$ cat config.mk
export PLATFORM = sky130hd
export DESIGN_NAME = fetch_unit
export DESIGN_NICKNAME = d
export VERILOG_FILES = /design/src/rtl/fetch_unit.sv
export SDC_FILE = /design/constraint.sdc
export NUM_CORES = 1
export LEC_CHECK = 0
export ABC_AREA = 1
export BUFFER_PORTS_ARGS = -buffer_cell sky130_fd_sc_hd__buf_4
export CAP_MARGIN = 25
export CORE_UTILIZATION = 44
export DETAILED_ROUTE_END_ITERATION = 6
export GPL_TIMING_DRIVEN = 0
export PLACE_DENSITY_LB_ADDON = 0.2
export SLEW_MARGIN = 20
export SYNTH_ARGS = -nofsm -noshare
export SYNTH_HDL_FRONTEND = slang
export SYNTH_SLANG_ARGS = --single-unit
$ cat constraint.sdc
create_clock -name clk -period 1.25 [get_ports clk]
set_input_delay 0.0625 -clock clk [delete_from_list [all_inputs] [get_ports clk]]
set_output_delay 0.0625 -clock clk [all_outputs]
set_load 0.01 [all_outputs]
$ cat src/rtl/fetch_unit.sv
// -----------------------------------------------------------------------------
// fetch_unit
//
// Instruction fetch stage sitting directly in front of the decoder/controller.
// Owns the program counter and issues one outstanding word read at a time to
// instruction memory. The returned word is captured in an instruction register
// and offered downstream with a valid/ready handshake. Jump redirect and halt
// are decided by the downstream stage and take effect only at the moment it
// consumes the instruction.
//
// Ports:
//   clk, rst_n     rising-edge clock, asynchronous active-low reset
//   imem_req       read request, high for the whole REQ state
//   imem_addr      word address of the read (always equal to pc)
//   imem_ack       read data valid on imem_rdata this cycle
//   imem_rdata     instruction word from memory
//   inst           instruction register towards the decoder
//   inst_valid     inst holds a fetched, not yet consumed instruction
//   inst_ready     downstream consumes inst this cycle
//   jump           redirect request, used only on consume
//   jump_target    redirect address, used only on consume
//   is_halt        halt request, used only on consume (wins over jump)
//   pc             address of the instruction in inst, or being fetched
//   pc_plus1       pc + 1 modulo 2^ADDR_W, base for relative branches
//   halted         fetch permanently stopped until reset
//   retired        number of consumed instructions (wraps)
// -----------------------------------------------------------------------------
module fetch_unit #(
  parameter int unsigned        ADDR_W   = 16,
  parameter logic [ADDR_W-1:0]  RESET_PC = '0
) (
  input  logic              clk,
  input  logic              rst_n,
  output logic              imem_req,
  output logic [ADDR_W-1:0] imem_addr,
  input  logic              imem_ack,
  input  logic [15:0]       imem_rdata,
  output logic [15:0]       inst,
  output logic              inst_valid,
  input  logic              inst_ready,
  input  logic              jump,
  input  logic [ADDR_W-1:0] jump_target,
  input  logic              is_halt,
  output logic [ADDR_W-1:0] pc,
  output logic [ADDR_W-1:0] pc_plus1,
  output logic              halted,
  output logic [15:0]       retired
);

  typedef enum logic [1:0] {
    IDLE   = 2'd0,  // one quiet cycle after reset; stale acks land here
    REQ    = 2'd1,  // read outstanding at pc
    HOLD   = 2'd2,  // inst valid, waiting for the consumer
    HALTED = 2'd3   // terminal until reset
  } state_t;

  state_t state;
  state_t next_state;
  logic   consume;
  logic   fill;

  // A consume can only happen while an instruction is being offered.
  assign consume = (state == HOLD) && inst_valid && inst_ready;

  // Memory data is only accepted while our own request is outstanding, so an
  // ack belonging to a request abandoned by reset is dropped in IDLE.
  assign fill = (state == REQ) && imem_ack;

  // Outputs are pure decodes of the registered state (no path from imem_ack
  // to imem_req), which keeps the memory interface free of combinational loops.
  assign imem_req  = (state == REQ);
  assign halted    = (state == HALTED);
  assign imem_addr = pc;
  assign pc_plus1  = pc + ADDR_W'(1);

  // ---------------------------------------------------------------------------
  // State register
  // ---------------------------------------------------------------------------
  // NOTE: clocked state is assigned with <= so every register samples the
  // pre-edge values of its neighbours; = here would create order-dependent races.
  always_ff @(posedge clk or negedge rst_n) begin
    if (!rst_n) begin
      state <= IDLE;
    end else begin
      state <= next_state;
    end
  end

  // ---------------------------------------------------------------------------
  // Next-state logic
  // ---------------------------------------------------------------------------
  // NOTE: next_state gets a default before the case so that every path assigns
  // it; a missing branch would otherwise infer a latch.
  always_comb begin
    next_state = state;
    case (state)
      IDLE: begin
        next_state = REQ;
      end
      REQ: begin
        if (imem_ack) begin
          next_state = HOLD;
        end
      end
      HOLD: begin
        if (consume) begin
          next_state = is_halt ? HALTED : REQ;
        end
      end
      HALTED: begin
        next_state = HALTED;
      end
      default: begin
        next_state = IDLE;
      end
    endcase
  end

  // ---------------------------------------------------------------------------
  // Datapath: pc, instruction register, valid flag, retire counter
  // ---------------------------------------------------------------------------
  always_ff @(posedge clk or negedge rst_n) begin
    if (!rst_n) begin
      pc         <= RESET_PC;
      inst       <= '0;
      inst_valid <= 1'b0;
      retired    <= '0;
    end else begin
      if (fill) begin
        inst       <= imem_rdata;
        inst_valid <= 1'b1;
      end

      if (consume) begin
        retired    <= retired + 16'd1;
        inst_valid <= 1'b0;
        // On halt pc keeps pointing at the halting instruction.
        if (!is_halt) begin
          pc <= jump ? jump_target : pc_plus1;
        end
      end
    end
  end

endmodule

==> run summary <==
initial antenna violation count = 0
final wirelength = 10.43 mm
critical path endpoint category = output port
reg2reg start = imem_addr[0]$_DFFE_PN0P_
Area growth syn-to-layout = 81.49%
first-pass GRT wire length = 14.72 mm
Seq/Total Area, Yosys = 0.4361
CP Launch Point = imem_addr[0]$_DFFE_PN0P_
Lkg Pwr = 2.763 nW
CP cell instances = ha_4 > nand3_4 > nor2_4 > nand3_2 > nand2_2 > nand2_1 > buf_6
Post-synth top cells = nand2_1, dfrtp_1, nor2_1
Design Power = 3.102 mW
Fmax = 583.6 MHz
root buffer selected by CTS = clkbuf_8
Avg WL per Cell = 15.23 µm
Post-synth EDFFs = 0
worst reg-to-reg setup slack = -380 ps
Slew @ Worst Pin = 683.1 ps
crit path buf inv count = 1
CTS sink count = 51
RSZ-0062 raised after global routing = yes
Detail Placement HPWL = 5.550 mm
crit path max fanout = 5
I/O pins = 121
DIE AREA = 0.006981 mm²
post-route antenna net violation count = 0
final period utilization = 1.371
area leader, netlist = dfrtp_1
Max stage delay cell, worst path = dfrtp_2
Peak VDD IR = 0.0004318 V
Initial Util = 0.4583
Worst Reg-to-Reg Cells = 9
total CTS buffers = 5
Syn Nets = 437
Crit path required time = 1190 ps
Clock Skews = 7.793 ps
Slew Limit Fails = 0
final hold vios = 0
layout cells sized above 1 = 0.5477
vias in the first global route = 3278
Buffers on Ports = 119
GRT Overall Usage = 0.2605
Post-Route Utilization = 0.8317
PD cells = 584.0 mW/mm²
Iter 0 DRT Violations = 163
HP Class = in -> reg
Final #Nets = 647
failing checks = negative setup slack
clock-pin slew on the worst setup and hold paths = 100 ps
Yosys reg bits = 51
Largest stage delay, worst path = 440 ps
Netlist cell types = 31
largest net degree at the start of global routing = 52
Core Region = 0.006386 mm²
ys flop type = dfrtp_1
top cells by area, synth = dfrtp_1, nand2_1, nor2_1
critical path class = reg -> out
Crit path depth = 7
Max Cap Viol = 0
via/cell ratio = 5.134
fillcell total = 384
crit path DAT = 1650 ps
status = finished with violations
grt ovf = 0
worst setup path end = pc_plus1[12]
Async SR Flop Fraction = 1.000
final setup fails = 60
Final WS setup = -463.5 ps
Placer Congestion = 0.7903
Vias = 3517
Ant. Diodes = 0
CTS tree = done
Worst setup SP type = flip-flop
Top delay family on crit path = simple AND/OR/NAND/NOR gates
drt pass-1 iters = 4
syn_area_per_cell = 7.372 µm²
die height = 83.56 µm
Yosys warning total = 0
mapped cell area = 0.002927 mm²
Final min period = 1713 ps
H-Tree Depth = 2
Post-Syn Instances = 397
DR DRC count = 0
clock buffer depth = 2
share of the synthesized area in the top cell type = 0.4361
Slew HR = 0.5446
worst skew pair latency = 300 ps
chip width = 83.56 µm
# rows = 29
most common cell in the netlist = nand2_1
terminus of the critical flop-to-flop path = imem_addr[10]$_DFFE_PN0P_
[final cells by class]
type	count	area [µm²]	area share
clock inverters	2	35.03	0.006596
clock buffers	6	82.58	0.01555
well taps	77	96.34	0.01814
multi-input cells	290	1748	0.3291
repair buffers	203	1720	0.3239
flip-flops and latches	51	1301	0.2450
inverters	32	130.1	0.02450
plain buffers	24	197.7	0.03722
[report_power, final]
group	internal, mW	leakage, nW	switching, mW
clock	0.649	0.0612	0.571
sequential	1.65	0.642	0
combinational	0.127	2.06	0.107
total	2.42	2.76	0.677
[sequential cells by signal (all words and copies together) (netlist names)]
name / flops
imem_addr: 16
inst_valid: 1
state: 2
retired: 16
inst: 16
[routing by layer]
layer | wire (µm) | part of all wire | track usage | vias to the layer above
met2 | 5516 | 0.53 | 0.4747 | 169
li1 | - | - | - | 1639
met4 | 350 | 0.034 | 0.09707 | 0
met3 | 675 | 0.065 | 0.05539 | 35
met5 | 0 | 0 | 0 | -
met1 | 3892 | 0.37 | 0.2992 | 1674
[cell families after synthesis]
kind of cell    Yosys count  share of synthesized area
buf+inv                  57                     0.1030
xor+xnor                 15                    0.04746
fa+ha+maj                 2                   0.008549
flops                    51                     0.4361
compound gates           25                    0.04703
simple gates            247                     0.3578
[worst min-delay path by stage]
stage | from | endpoint | slack (ps) | cells after the start
3_3_place_gp | rst_n | imem_addr[3]$_DFFE_PN0P_ | 140 | 1
2_1_floorplan | rst_n | imem_addr[0]$_DFFE_PN0P_ | -230 | 0
4_1_cts | jump_target[2] | imem_addr[2]$_DFFE_PN0P_ | 20 | 3
6_report | jump_target[3] | imem_addr[3]$_DFFE_PN0P_ | 50 | 3
3_5_place_dp | rst_n | imem_addr[4]$_DFFE_PN0P_ | 150 | 1
5_1_grt | jump_target[3] | imem_addr[3]$_DFFE_PN0P_ | 30 | 3
[through the flow]
step                hold slack (ps)  TNS [ps]  cell area (µm²)  setup WS (ps)  instances
floorplan                    -233.1    -374.1             2970         -94.17        397
global placement              141.0     -3464             3960         -188.9        593
detailed placement            148.9     -4654             3960         -229.5        593
CTS                           15.76     -4959             4708         -332.2        657
global route                  32.76    -14010             5311         -543.0        685
finish                        46.03    -10010             5311         -463.5        685
[placed cells by master, fill, tap and decap left out, drive strengths merged]
master	instances
clkinv	1
nand3b	1
clkbuf	8
dfrtp	51
o22ai	2
inv	32
xnor2	4
xor2	11
nor4	1
bufinv	1
nand2	158
buf	206
dlygate4sd3	19
a21oi	2
o21ai	19
o21bai	1
nor3	1
o31ai	1
ha	2
nor2	58
nand3	23
nand4	6
[what timing repair did]
item                                    4_1_cts  5_1_grt
endpoints found under the setup margin       48       65
setup buffers                                38       32
pin swaps                                    16       48
hold endpoints to repair                     68        0
hold buffers                                 19        0
resized for setup                            49      112
gates cloned                                  1        3
[worst reg2reg max path, cell delays in order, from the launching register on]
cell	delay, ps
dfrtp_2	440
ha_4	180
nand3_4	100
nor2_4	240
nand3_2	110
nand2_2	110
buf_6	100
nand3_2	80
nand2_2	120
nand2_2	50
Power figures use the tool's default switching activity.
